===== src/rtl/zicfilp_elp_tracker_pkg.sv =====
// -----------------------------------------------------------------------------
// zicfilp_elp_tracker_pkg
// Shared types and constants for the Zicfilp landing-pad tracker:
//   - elp_t        : architectural expected-landing-pad state
//   - cfi_status_e : branch-unit completion status for a retiring LPAD
//   - exception_t  : exception record handed to the commit stage
//   - lp_state_e   : tracker FSM encoding
// -----------------------------------------------------------------------------
package zicfilp_elp_tracker_pkg;

  localparam int unsigned XLEN = 64;

  typedef enum logic {
    NO_LP_EXPECTED = 1'b0,
    LP_EXPECTED    = 1'b1
  } elp_t;

  // Software-check exception cause and its landing-pad tval code
  localparam logic [XLEN-1:0] CAUSE_SW_CHECK = 64'd18;
  localparam logic [XLEN-1:0] LPAD_FAULT     = 64'd2;

  typedef enum logic [1:0] {
    CFI_MISMATCH = 2'b00,
    CFI_OFF      = 2'b01,
    CFI_NOCHECK  = 2'b10,
    CFI_MATCH    = 2'b11
  } cfi_status_e;

  typedef struct packed {
    logic [XLEN-1:0] cause;
    logic [XLEN-1:0] tval;
    logic [XLEN-1:0] tval2;
    logic [31:0]     tinst;
    logic            gva;
    logic            valid;
  } exception_t;

  typedef enum logic [1:0] {
    ST_IDLE  = 2'b00,
    ST_ARMED = 2'b01,
    ST_FAULT = 2'b10
  } lp_state_e;

  // x1/x5 are link registers (returns), x7 is the software-guarded jump
  // register; indirect jumps through them do not require a landing pad.
  function automatic logic rs1_exempt(input logic [4:0] rs1);
    return (rs1 == 5'd1) || (rs1 == 5'd5) || (rs1 == 5'd7);
  endfunction

  // Exception record for a missing landing pad
  function automatic exception_t lp_fault_exc();
    exception_t e;
    e       = '0;
    e.cause = CAUSE_SW_CHECK;
    e.tval  = LPAD_FAULT;
    e.valid = 1'b1;
    return e;
  endfunction

endpackage


===== src/rtl/zicfilp_elp_tracker.sv =====
// -----------------------------------------------------------------------------
// zicfilp_elp_tracker
// Commit-side owner of the Zicfilp ELP state. Arms on a committed indirect
// jump, checks that the next committed instruction is a matching LPAD, raises
// a software-check fault otherwise, and saves/restores ELP through xPELP on
// traps and xRET.
//
// Ports:
//   clk_i, rst_i          clock, asynchronous active-high reset
//   xlpad_i               landing pads enabled at current privilege
//   debug_mode_i          core in debug mode (no arming, no faults)
//   commit_*              retiring instruction info (valid, jalr, rs1, lpad)
//   complete_cfi_i        branch-unit CFI status of the retiring instruction
//   trap_taken_i, xret_i  trap entry / MRET-SRET retirement
//   pelp_i                xPELP of the privilege being returned to
//   elp_o                 current ELP toward the branch unit
//   pelp_o, pelp_we_o     value and one-cycle strobe for xPELP write
//   lp_exception_o        landing-pad fault toward commit
//   lp_fault_cnt_o        saturating landing-pad fault counter
// -----------------------------------------------------------------------------
module zicfilp_elp_tracker
  import zicfilp_elp_tracker_pkg::*;
#(
  parameter int unsigned CntWidth = 16
) (
  input  logic                clk_i,
  input  logic                rst_i,
  input  logic                xlpad_i,
  input  logic                debug_mode_i,
  input  logic                commit_valid_i,
  input  logic                commit_is_jalr_i,
  input  logic [4:0]          commit_rs1_i,
  input  logic                commit_is_lpad_i,
  input  logic [1:0]          complete_cfi_i,
  input  logic                trap_taken_i,
  input  logic                xret_i,
  input  logic                pelp_i,
  output elp_t                elp_o,
  output logic                pelp_o,
  output logic                pelp_we_o,
  output exception_t          lp_exception_o,
  output logic [CntWidth-1:0] lp_fault_cnt_o
);

  localparam logic [CntWidth-1:0] CNT_MAX = {CntWidth{1'b1}};
  localparam logic [CntWidth-1:0] CNT_ONE = CntWidth'(1);

  lp_state_e           state_q, state_d;
  elp_t                elp_q, elp_d;
  logic                pelp_q, pelp_d;
  logic                pelp_we_q, pelp_we_d;
  exception_t          exc_q, exc_d;
  logic [CntWidth-1:0] cnt_q, cnt_d;
  logic [CntWidth-1:0] cnt_inc_s;
  cfi_status_e         cfi_s;

  assign cfi_s     = cfi_status_e'(complete_cfi_i);
  assign cnt_inc_s = (cnt_q == CNT_MAX) ? cnt_q : (cnt_q + CNT_ONE);

  // Next-state and output computation; priority trap > xret > debug > commit
  always_comb begin
    state_d   = state_q;
    pelp_d    = 1'b0;
    pelp_we_d = 1'b0;
    exc_d     = exc_q;
    cnt_d     = cnt_q;

    if (trap_taken_i) begin
      // The trapping instruction does not retire, so a coincident commit is ignored
      pelp_d    = (state_q != ST_IDLE);
      pelp_we_d = 1'b1;
      state_d   = ST_IDLE;
      exc_d     = '0;
    end else if (state_q == ST_FAULT) begin
      // A pending fault is only resolved by the trap it provokes (or reset)
      state_d = ST_FAULT;
    end else if (xret_i) begin
      state_d   = (pelp_i && xlpad_i) ? ST_ARMED : ST_IDLE;
      pelp_d    = 1'b0;
      pelp_we_d = 1'b1;
    end else if (debug_mode_i || !xlpad_i) begin
      state_d = ST_IDLE;
    end else if (commit_valid_i) begin
      case (state_q)
        ST_IDLE: begin
          if (commit_is_jalr_i && !rs1_exempt(commit_rs1_i)) begin
            state_d = ST_ARMED;
          end else begin
            state_d = ST_IDLE;
          end
        end
        ST_ARMED: begin
          if (commit_is_lpad_i) begin
            if (cfi_s == CFI_MISMATCH) begin
              // Branch unit already raised this one; only count it
              state_d = ST_FAULT;
              cnt_d   = cnt_inc_s;
            end else begin
              state_d = ST_IDLE;
            end
          end else begin
            // Missing landing pad; a JALR here faults and does not re-arm
            state_d = ST_FAULT;
            exc_d   = lp_fault_exc();
            cnt_d   = cnt_inc_s;
          end
        end
        default: state_d = ST_IDLE;
      endcase
    end else begin
      state_d = state_q;
    end

    elp_d = (state_d == ST_IDLE) ? NO_LP_EXPECTED : LP_EXPECTED;
  end

  // State and registered outputs
  always_ff @(posedge clk_i or posedge rst_i) begin
    if (rst_i) begin
      state_q   <= ST_IDLE;
      elp_q     <= NO_LP_EXPECTED;
      pelp_q    <= 1'b0;
      pelp_we_q <= 1'b0;
      exc_q     <= '0;
      cnt_q     <= '0;
    end else begin
      state_q   <= state_d;
      elp_q     <= elp_d;
      pelp_q    <= pelp_d;
      pelp_we_q <= pelp_we_d;
      exc_q     <= exc_d;
      cnt_q     <= cnt_d;
    end
  end

  assign elp_o          = elp_q;
  assign pelp_o         = pelp_q;
  assign pelp_we_o      = pelp_we_q;
  assign lp_exception_o = exc_q;
  assign lp_fault_cnt_o = cnt_q;

endmodule


===== config.mk =====
export PLATFORM = sky130hd
export DESIGN_NAME = zicfilp_elp_tracker
export DESIGN_NICKNAME = d
export VERILOG_FILES = /design/src/rtl/zicfilp_elp_tracker_pkg.sv /design/src/rtl/zicfilp_elp_tracker.sv
export SDC_FILE = /design/constraint.sdc
export NUM_CORES = 1
export LEC_CHECK = 0
export CAP_MARGIN = 20
export CORE_AREA = 2 2 101 103
export DETAILED_ROUTE_END_ITERATION = 8
export DIE_AREA = 0 0 103 105
export DONT_BUFFER_PORTS = 1
export GPL_TIMING_DRIVEN = 0
export PLACE_DENSITY_LB_ADDON = 0.25
export RECOVER_POWER = 50
export SLEW_MARGIN = 40
export SYNTH_ARGS = -nofsm -noshare
export SYNTH_HDL_FRONTEND = slang
export SYNTH_SLANG_ARGS = --single-unit

===== constraint.sdc =====
create_clock -name clk_i -period 2.7 [get_ports clk_i]
set_clock_uncertainty 0.2 [all_clocks]
set_input_delay 0.405 -clock clk_i [delete_from_list [all_inputs] [get_ports clk_i]]
set_output_delay 0.405 -clock clk_i [all_outputs]
set_load 0.005 [all_outputs]

# Yosys cells after proc, flatten, opt, wreduce, memory -nomap -nowiden
# Cells that the tools add are included.
[word_totals] output_inout_bits=245 elab_cells=67 input_bits=17 reg_bits=247
[classes] n_bitwise=4 addsub=1 muxes=25 n_eq_ne=11 n_reduce_logical=15
[op_table] op="$mux W226" n=7
[op_table] op="$mux W16" n=3
[op_table] op="$add A16 B1 Y16 const B" n=1
[op_table] op="$eq A16 B16 Y1 const B" n=1
[op_table] op="$mux W2" n=7
[op_table] op="$eq A5 B3 Y1 const B" n=2
[op_table] op="$mux W1" n=7
[op_table] op="$reduce_and A7 Y1" n=1
[op_table] op="$logic_not A2 Y1" n=3
[op_table] op="$ne A2 B2 Y1 const B" n=3
[op_table] op="$reduce_and A6 Y1" n=1
[op_table] op="$reduce_bool A2 Y1" n=3
[op_table] op="$eq A5 B1 Y1 const B" n=1
[op_table] op="$ne A2 B1 Y1 const B" n=2
[op_table] op="$not A1 Y1" n=4
[op_table] op="$pmux W2 S2" n=1
[op_table] op="$logic_or A1 B1 Y1" n=3
[op_table] op="$eq A2 B1 Y1 const B" n=1
[op_table] op="$eq A2 B2 Y1 const B" n=1
[op_table] op="$logic_and A1 B1 Y1" n=2
[op_table] op="$logic_not A1 Y1" n=2

# Depth between registers and ports, before layout
# Gate-level depths: netlist (run 1).
[logic_depth] depth_word=14 depth_mapped=6

# Least setup slack after synthesis (run 1)
# No wires, ideal clock.
[synth_timing] path_type="register to register" from="register cnt_q[0], in the netlist lp_fault_cnt_o[0]" to="register cnt_q[15], in the netlist lp_fault_cnt_o[15]" path_buffers=1 path_stages_with_launch=7 slack_ps=806 required_ps=2421 t_arrival_ps=1614 setup_time_ps=79 path_cell_list="dfrtp_1 > ha_1 > nand3_1 > and4bb_1 > buf_6 > nor4_1 > xor2_1"
[synth_via] elab_chain_len=4 elab_cells_between_ends=5
[synth_rtl] element="start, declared" line="zicfilp_elp_tracker.sv:53" text="logic [CntWidth-1:0] cnt_q, cnt_d;"
[synth_rtl] element="start signal, assigned" line="zicfilp_elp_tracker.sv:132" text="cnt_q <= cnt_d;"
[synth_rtl] element="$add A16 B1 Y16 / $eq A16 B16 Y1 (equally long branches)" line="zicfilp_elp_tracker.sv:58" text="assign cnt_inc_s = (cnt_q == CNT_MAX) ? cnt_q : (cnt_q + CNT_ONE);"
[synth_rtl] element="$mux W16 (*)" line="zicfilp_elp_tracker.sv:58"
[synth_rtl] element="$mux W16" line="zicfilp_elp_tracker.sv:94" text="if (cfi_s == CFI_MISMATCH) begin"
[synth_rtl] element="$mux W16 (*)" line="zicfilp_elp_tracker.sv:93" text="if (commit_is_lpad_i) begin"
# Mark *: on every way between the ends. The rest lies on a longest branch, timed or not. The select of a mux whose other input is x is not followed.
# A chain may end at the register's enable or synchronous reset.

# Worst setup path after layout (run 1)
# Ends and elaborated chain as after synthesis.

==> results of run 1 <==
## layout make-up
type / count / area share
flip-flops and latches: 22 / 0.139
clock buffers: 4 / 0.0139
multi-input cells: 304 / 0.365
inverters: 2 / 0.00189
repair buffers: 2 / 0.00505
plain buffers: 228 / 0.433
well taps: 133 / 0.0420
## synthesized netlist by cell type (3+ instances only)
cell type	number	area (µm²)
sky130_fd_sc_hd__and3_1	3	18.8
sky130_fd_sc_hd__and4_1	4	35.0
sky130_fd_sc_hd__buf_4	225	1690
sky130_fd_sc_hd__dfrtp_1	22	551
sky130_fd_sc_hd__nand2_1	4	15.0
sky130_fd_sc_hd__nand2b_1	4	25.0
sky130_fd_sc_hd__nand3_1	7	35.0
sky130_fd_sc_hd__nand4_1	4	25.0
sky130_fd_sc_hd__nor2_1	5	18.8
sky130_fd_sc_hd__nor3_1	5	25.0
sky130_fd_sc_hd__nor4_1	4	25.0
sky130_fd_sc_hd__o21ai_0	4	20.0
sky130_fd_sc_hd__xnor2_1	3	26.3
sky130_fd_sc_hd__xor2_1	11	96.3
## routing by layer
layer,up-vias,GRT usage,wire [µm]
met5,-,0,0
li1,1088,-,-
met4,0,0.0235,80
met1,841,0.0893,1730
met3,8,0.0328,778
met2,146,0.177,2890
## sequential cells by signal, summed over array words and instances (netlist names)
signal / count
elp_o: 1
lp_exception_o: 1
lp_fault_cnt_o: 16
pelp_o: 1
pelp_we_o: 1
state_q: 2
## power by group
group	total, mW	internal, mW	switching [mW]
clock	0.233	0.130	0.103
combinational	0.342	0.211	0.132
sequential	0.338	0.333	0.00501
## what timing repair did
item,in CTS,in global routing
hold buffers,2,0
endpoints found under the hold margin,24,0
gates resized for setup,0,0
## metrics by stage
step | setup WS (ns) | hold slack, ns | util | cells | area, µm²
2_1_floorplan | 0.806 | 0.194 | - | 556 | 3720
3_3_place_gp | 0.607 | 0.276 | 0.403 | 689 | 3890
3_5_place_dp | 0.612 | 0.137 | 0.403 | 689 | 3890
4_1_cts | 0.587 | 0.0426 | 0.411 | 695 | 3960
5_1_grt | 0.462 | 0.0520 | 0.411 | 695 | 3960
6_report | 0.616 | 0.0469 | 0.411 | 695 | 3960
## worst max path at each step
stage / startpoint / to / slack, ns / depth (start not counted)
floorplan: lp_fault_cnt_o[0] / lp_fault_cnt_o[15] / 0.81 / 6
global placement: lp_fault_cnt_o[0] / lp_fault_cnt_o[15] / 0.61 / 6
detailed placement: lp_fault_cnt_o[0] / lp_fault_cnt_o[15] / 0.61 / 6
CTS: lp_fault_cnt_o[0] / lp_fault_cnt_o[15] / 0.59 / 6
global route: lp_fault_cnt_o[0] / lp_fault_cnt_o[15] / 0.46 / 6
finish: lp_fault_cnt_o[0] / lp_fault_cnt_o[15] / 0.62 / 6
## logic make-up after synthesis
kind of cell | count (synthesis)
AOI/OAI and AO/OA | 10
muxes | 2
xor gates and xnor gates | 14
adders and majority gates | 1
other | 1
buffers and inverters | 230
and+or+nand+nor | 55
DFF | 22
## worst max-delay path, cell delays in order, from the launching register on
cell	delay, ns
sky130_fd_sc_hd__dfrtp_1	0.48
sky130_fd_sc_hd__ha_1	0.30
sky130_fd_sc_hd__nand3_1	0.14
sky130_fd_sc_hd__and4bb_1	0.25
sky130_fd_sc_hd__buf_6	0.15
sky130_fd_sc_hd__nor4_1	0.32
sky130_fd_sc_hd__xor2_1	0.17
==> results.ini, run 1 <==
[routing]
wire_per_inst_um=7.89
dr.pass1.iters=4
route.final.wire_length_um=5480
vias_per_cell=3.00
first_iter_violations=43
via_count=2083
drcViolationCount=0
antenna_left=0

[yosys]
yosysSeqAreaShare=0.190
postSynth.topFlopCell=sky130_fd_sc_hd__dfrtp_1
synth_simple_gate_area_frac=0.135
netlist-cell-type-count=37
main_combinational_cell_family_by_area_after_synthesis=buffers and inverters
synth_fa_ha_area_frac=0.00433
synthesis.area_um2=2890
syn-instance-count=335
synth.ff_latch_count=22
share_of_the_synthesized_area_in_compound_gates_ao_oa_aoi_oai=0.0229
synthMuxAreaShare=0.00779
syn_area_per_cell_um2=8.63
postSynth.asyncResetShare=1.00
xor_xnor_fraction_of_synth_area=0.0424
synth-warning-count=0
number_of_enable_type_register_cells_in_the_synthesized_netlist=0

[pwr]
powerDensity_nw_per_um2=230
vdd_ir_drop_max_mv=0.137
p_leak_nw=2.54
total_power_mw=0.913

[final_layout]
layout.filler_cells=1016
mostFrequentLayoutCell=sky130_fd_sc_hd__buf_4
finalNetCount=581
seq_area_um2=551
n_antenna_cell=0
final_cell_mix=sky130_fd_sc_hd__buf_4, sky130_fd_sc_hd__conb_1, sky130_fd_sc_hd__dfrtp_1, sky130_fd_sc_hd__xor2_1, sky130_fd_sc_hd__nand3_1
drive_above_1_share=0.422
syn_to_final_growth_pct=37.0
multi_input_comb_area_um2=1450

[cts]
clkTransAtPathRegs_ns=0.08
cts_inserted_buffers=3
tritoncts=done
clock_tree.htree_level_count=1
clkSinkCount=22
clock_root_buffer=sky130_fd_sc_hd__clkbuf_8
post_cts_buffers=0
clkLatencyLatePin_ns=0.26
cts_max_path_buffers=2

[floorplanning]
count_of_pins_on_the_block_boundary=262
die_w_um=103
placementRows=36
core_area_um2=9640
initial_core_util=0.300
fp.dieH_um=105
floorplan.die_area_um2=10800

[critical_path]
timing_worst_setup_path_type=reg -> reg
critPathArrivalTime_ns=2.07
r2r-start=lp_fault_cnt_o[0]
regToRegEndpoint=lp_fault_cnt_o[15]
max_fanout_on_critical_path=10
critPathRequiredTime_ns=2.69
rr_worst_depth=6
start_kind=register
worst-r2r-setup-slack_ns=0.62
worst_setup_ep_type=register

[flow_run]
max-cap-violations=0

[placed_design]
hpwlAfterDp_um=4910
finalWeightedCongestion=0.789
placement.io_buffers=0

[timing]
max_freq_mhz=480
final.min_clock_period_ns=2.08
final_setup_violation_count=0
fin_crit_sh=0.772
post_route_setup_tns_ns=0
timing.slew.headroom=0.457
rsz0062_at_grt=false
worstMarginPinSlew_ns=0.813
hold_violations=0
final_slew_violations=0

[global_routing]
antenna_violations_before_repair=0
grt_first_pass_wirelength_um=8150
grt_overflow=0
gr-usage-all-layers=0.0915
first_global_vias=1734
maximum_number_of_pins_on_one_net_before_global_route_repair=23

[hold_path]
min_path_cells=1
min-delay-path-class=in -> reg
hold_path_end=pelp_we_o
timing.hold.worst.start=trap_taken_i

[run_status]
run_status=finished, final reports clean

(Power assumes the default switching activity.)
==> run 2: changes to the inputs <==
==> constraint.sdc (replaced) <==
create_clock -name clk_i -period 1.72 [get_ports clk_i]
set_clock_uncertainty 0.2 [all_clocks]
set_input_delay 0.258 -clock clk_i [delete_from_list [all_inputs] [get_ports clk_i]]
set_output_delay 0.258 -clock clk_i [all_outputs]
set_load 0.005 [all_outputs]
==> results.ini, run 2 (synthesis results as in run 1) <==
[pwr]
p_leak_nw=2.62
vdd_ir_drop_max_mv=0.280
powerDensity_nw_per_um2=368

[floorplanning]
initial_core_util=0.300
die_w_um=103
floorplan.die_area_um2=10800
core_area_um2=9640
count_of_pins_on_the_block_boundary=262
placementRows=36
fp.dieH_um=105

[global_routing]
grt_overflow=0
grt_first_pass_wirelength_um=9340
maximum_number_of_pins_on_one_net_before_global_route_repair=23
gr-usage-all-layers=0.105
first_global_vias=1943
antenna_violations_before_repair=0

[routing]
route.final.wire_length_um=6180
route.met2.wl_um=3400
wl_met3_um=858
first_iter_violations=35
wire_per_inst_um=8.76
wl_met1_um=1900
vias_per_cell=3.02
highest-signal-layer=met4
via_count=2130
drcViolationCount=0
antenna_left=0
dr.pass1.iters=4

[placed_design]
placement.io_buffers=0
place_ws_ns=-0.226
hpwlAfterDp_um=5290
finalWeightedCongestion=0.728

[final_layout]
mostFrequentLayoutCell=sky130_fd_sc_hd__buf_4
syn_to_final_growth_pct=47.4
n_antenna_cell=0
finalNetCount=591
drive_above_1_share=0.474
number_of_flip_flops_in_the_largest_register=16
final_cell_mix=sky130_fd_sc_hd__buf_4, sky130_fd_sc_hd__conb_1, sky130_fd_sc_hd__dfrtp_1, sky130_fd_sc_hd__xor2_1, sky130_fd_sc_hd__dfrtp_2

[timing]
timing.final.ws_setup_ns=-0.114
final_slew_violations=0
fin_crit_sh=1.07
worstMarginPinSlew_ns=0.866
final_setup_violation_count=12
timing.slew.headroom=0.422
max_freq_mhz=545
post_route_setup_tns_ns=-1.09
final.min_clock_period_ns=1.83
hold_violations=0
rsz0062_at_grt=true

[cts]
clkTransAtPathRegs_ns=0.09
clkSinkCount=22
tritoncts=done
clock_root_buffer=sky130_fd_sc_hd__clkbuf_8
cts_max_path_buffers=2
cts_inserted_buffers=3
clock_tree.htree_level_count=1
clkLatencyLatePin_ns=0.27

[flow_run]
max-cap-violations=0

[critical_path]
worst_setup_ep_type=register
max_stage_delay_ns=0.41
timing_worst_setup_path_type=reg -> reg
start_kind=register
critical_path.cell_chain=and3b_2, nand3_4, buf_6, clkbuf_16, nor3_2, xor2_1
critPathRequiredTime_ns=1.71
critPathArrivalTime_ns=1.83
worst_path_max_delay_cell=sky130_fd_sc_hd__dfrtp_1
max_fanout_on_critical_path=5

[hold_path]
min-delay-path-class=in -> reg

[run_status]
run_status=complete, but fails checks
failed_checks=negative setup slack

==> run 2: final cells by class <==
class                      count  area [µm²]
sequential                    22         562
tap                          133         166
inverter                       2        7.51
buffer                       227        1720
clock buffer                   3        41.3
timing repair buffer          13         140
fill                        1012        5380
multi-input combinational    304        1590
clock inverter                 1        30.0
==> run 2: worst max-delay path, delay by kind of cell (launching register included) <==
kind	cells	cell delay, ns
simple gates	3	0.65
flops	1	0.41
buf+inv	2	0.33
xor+xnor	1	0.16
==> run 2: where the power goes <==
group	total [mW]	leakage, nW	switching, mW	internal (mW)
Combinational	0.547	2.29	0.212	0.334
Clock	0.487	0.0357	0.176	0.311
Sequential	0.532	0.288	0.00961	0.523
==> run 2: routing by layer <==
metal  up-vias  global-route usage
met5         -                   0
met4         0              0.0103
met3         2              0.0435
met2       141               0.206
met1       878               0.102
li1       1109                   -
==> run 2: final timing paths <==
| kind | cells after the start | slack, ns | to | from |
|---|---|---|---|---|
| hold / removal | 2 | 0.02 | pelp_we_o | xret_i |
| setup reg to reg | 6 | -0.11 | lp_fault_cnt_o[6] | state_q[1] |
| min in group asynchronous | 2 | 0.42 | lp_fault_cnt_o[9] | rst_i |
| hold reg to reg | 1 | 0.33 | lp_fault_cnt_o[10] | lp_fault_cnt_o[10] |
| setup / recovery | 6 | -0.11 | lp_fault_cnt_o[6] | state_q[1] |
| max in group asynchronous | 2 | 0.29 | lp_fault_cnt_o[1] | rst_i |
==> run 2: through the flow <==
step / hold WS (ns) / power [mW] / instance area, µm² / std cells / utilization
after global placement: 0.128 / 1.05 / 3950 / 689 / 0.410
after detailed placement: 0.00736 / 1.05 / 3950 / 689 / 0.410
after CTS: 0.0129 / 1.55 / 4170 / 700 / 0.432
after global routing: 0.0349 / 1.67 / 4260 / 705 / 0.442
final: 0.0171 / 1.57 / 4260 / 705 / 0.442
after floorplan: 0.0472 / 1.03 / 3780 / 556 / -
==> run 2: timing repair <==
item | CTS | global route
hold buffers | 4 | 0
gates resized for setup | 19 | 13
endpoints found under the setup margin | 15 | 15
hold endpoints to repair | 28 | 0
buffers inserted | 3 | 4
pin swaps | 9 | 4
cloned | 1 | 1
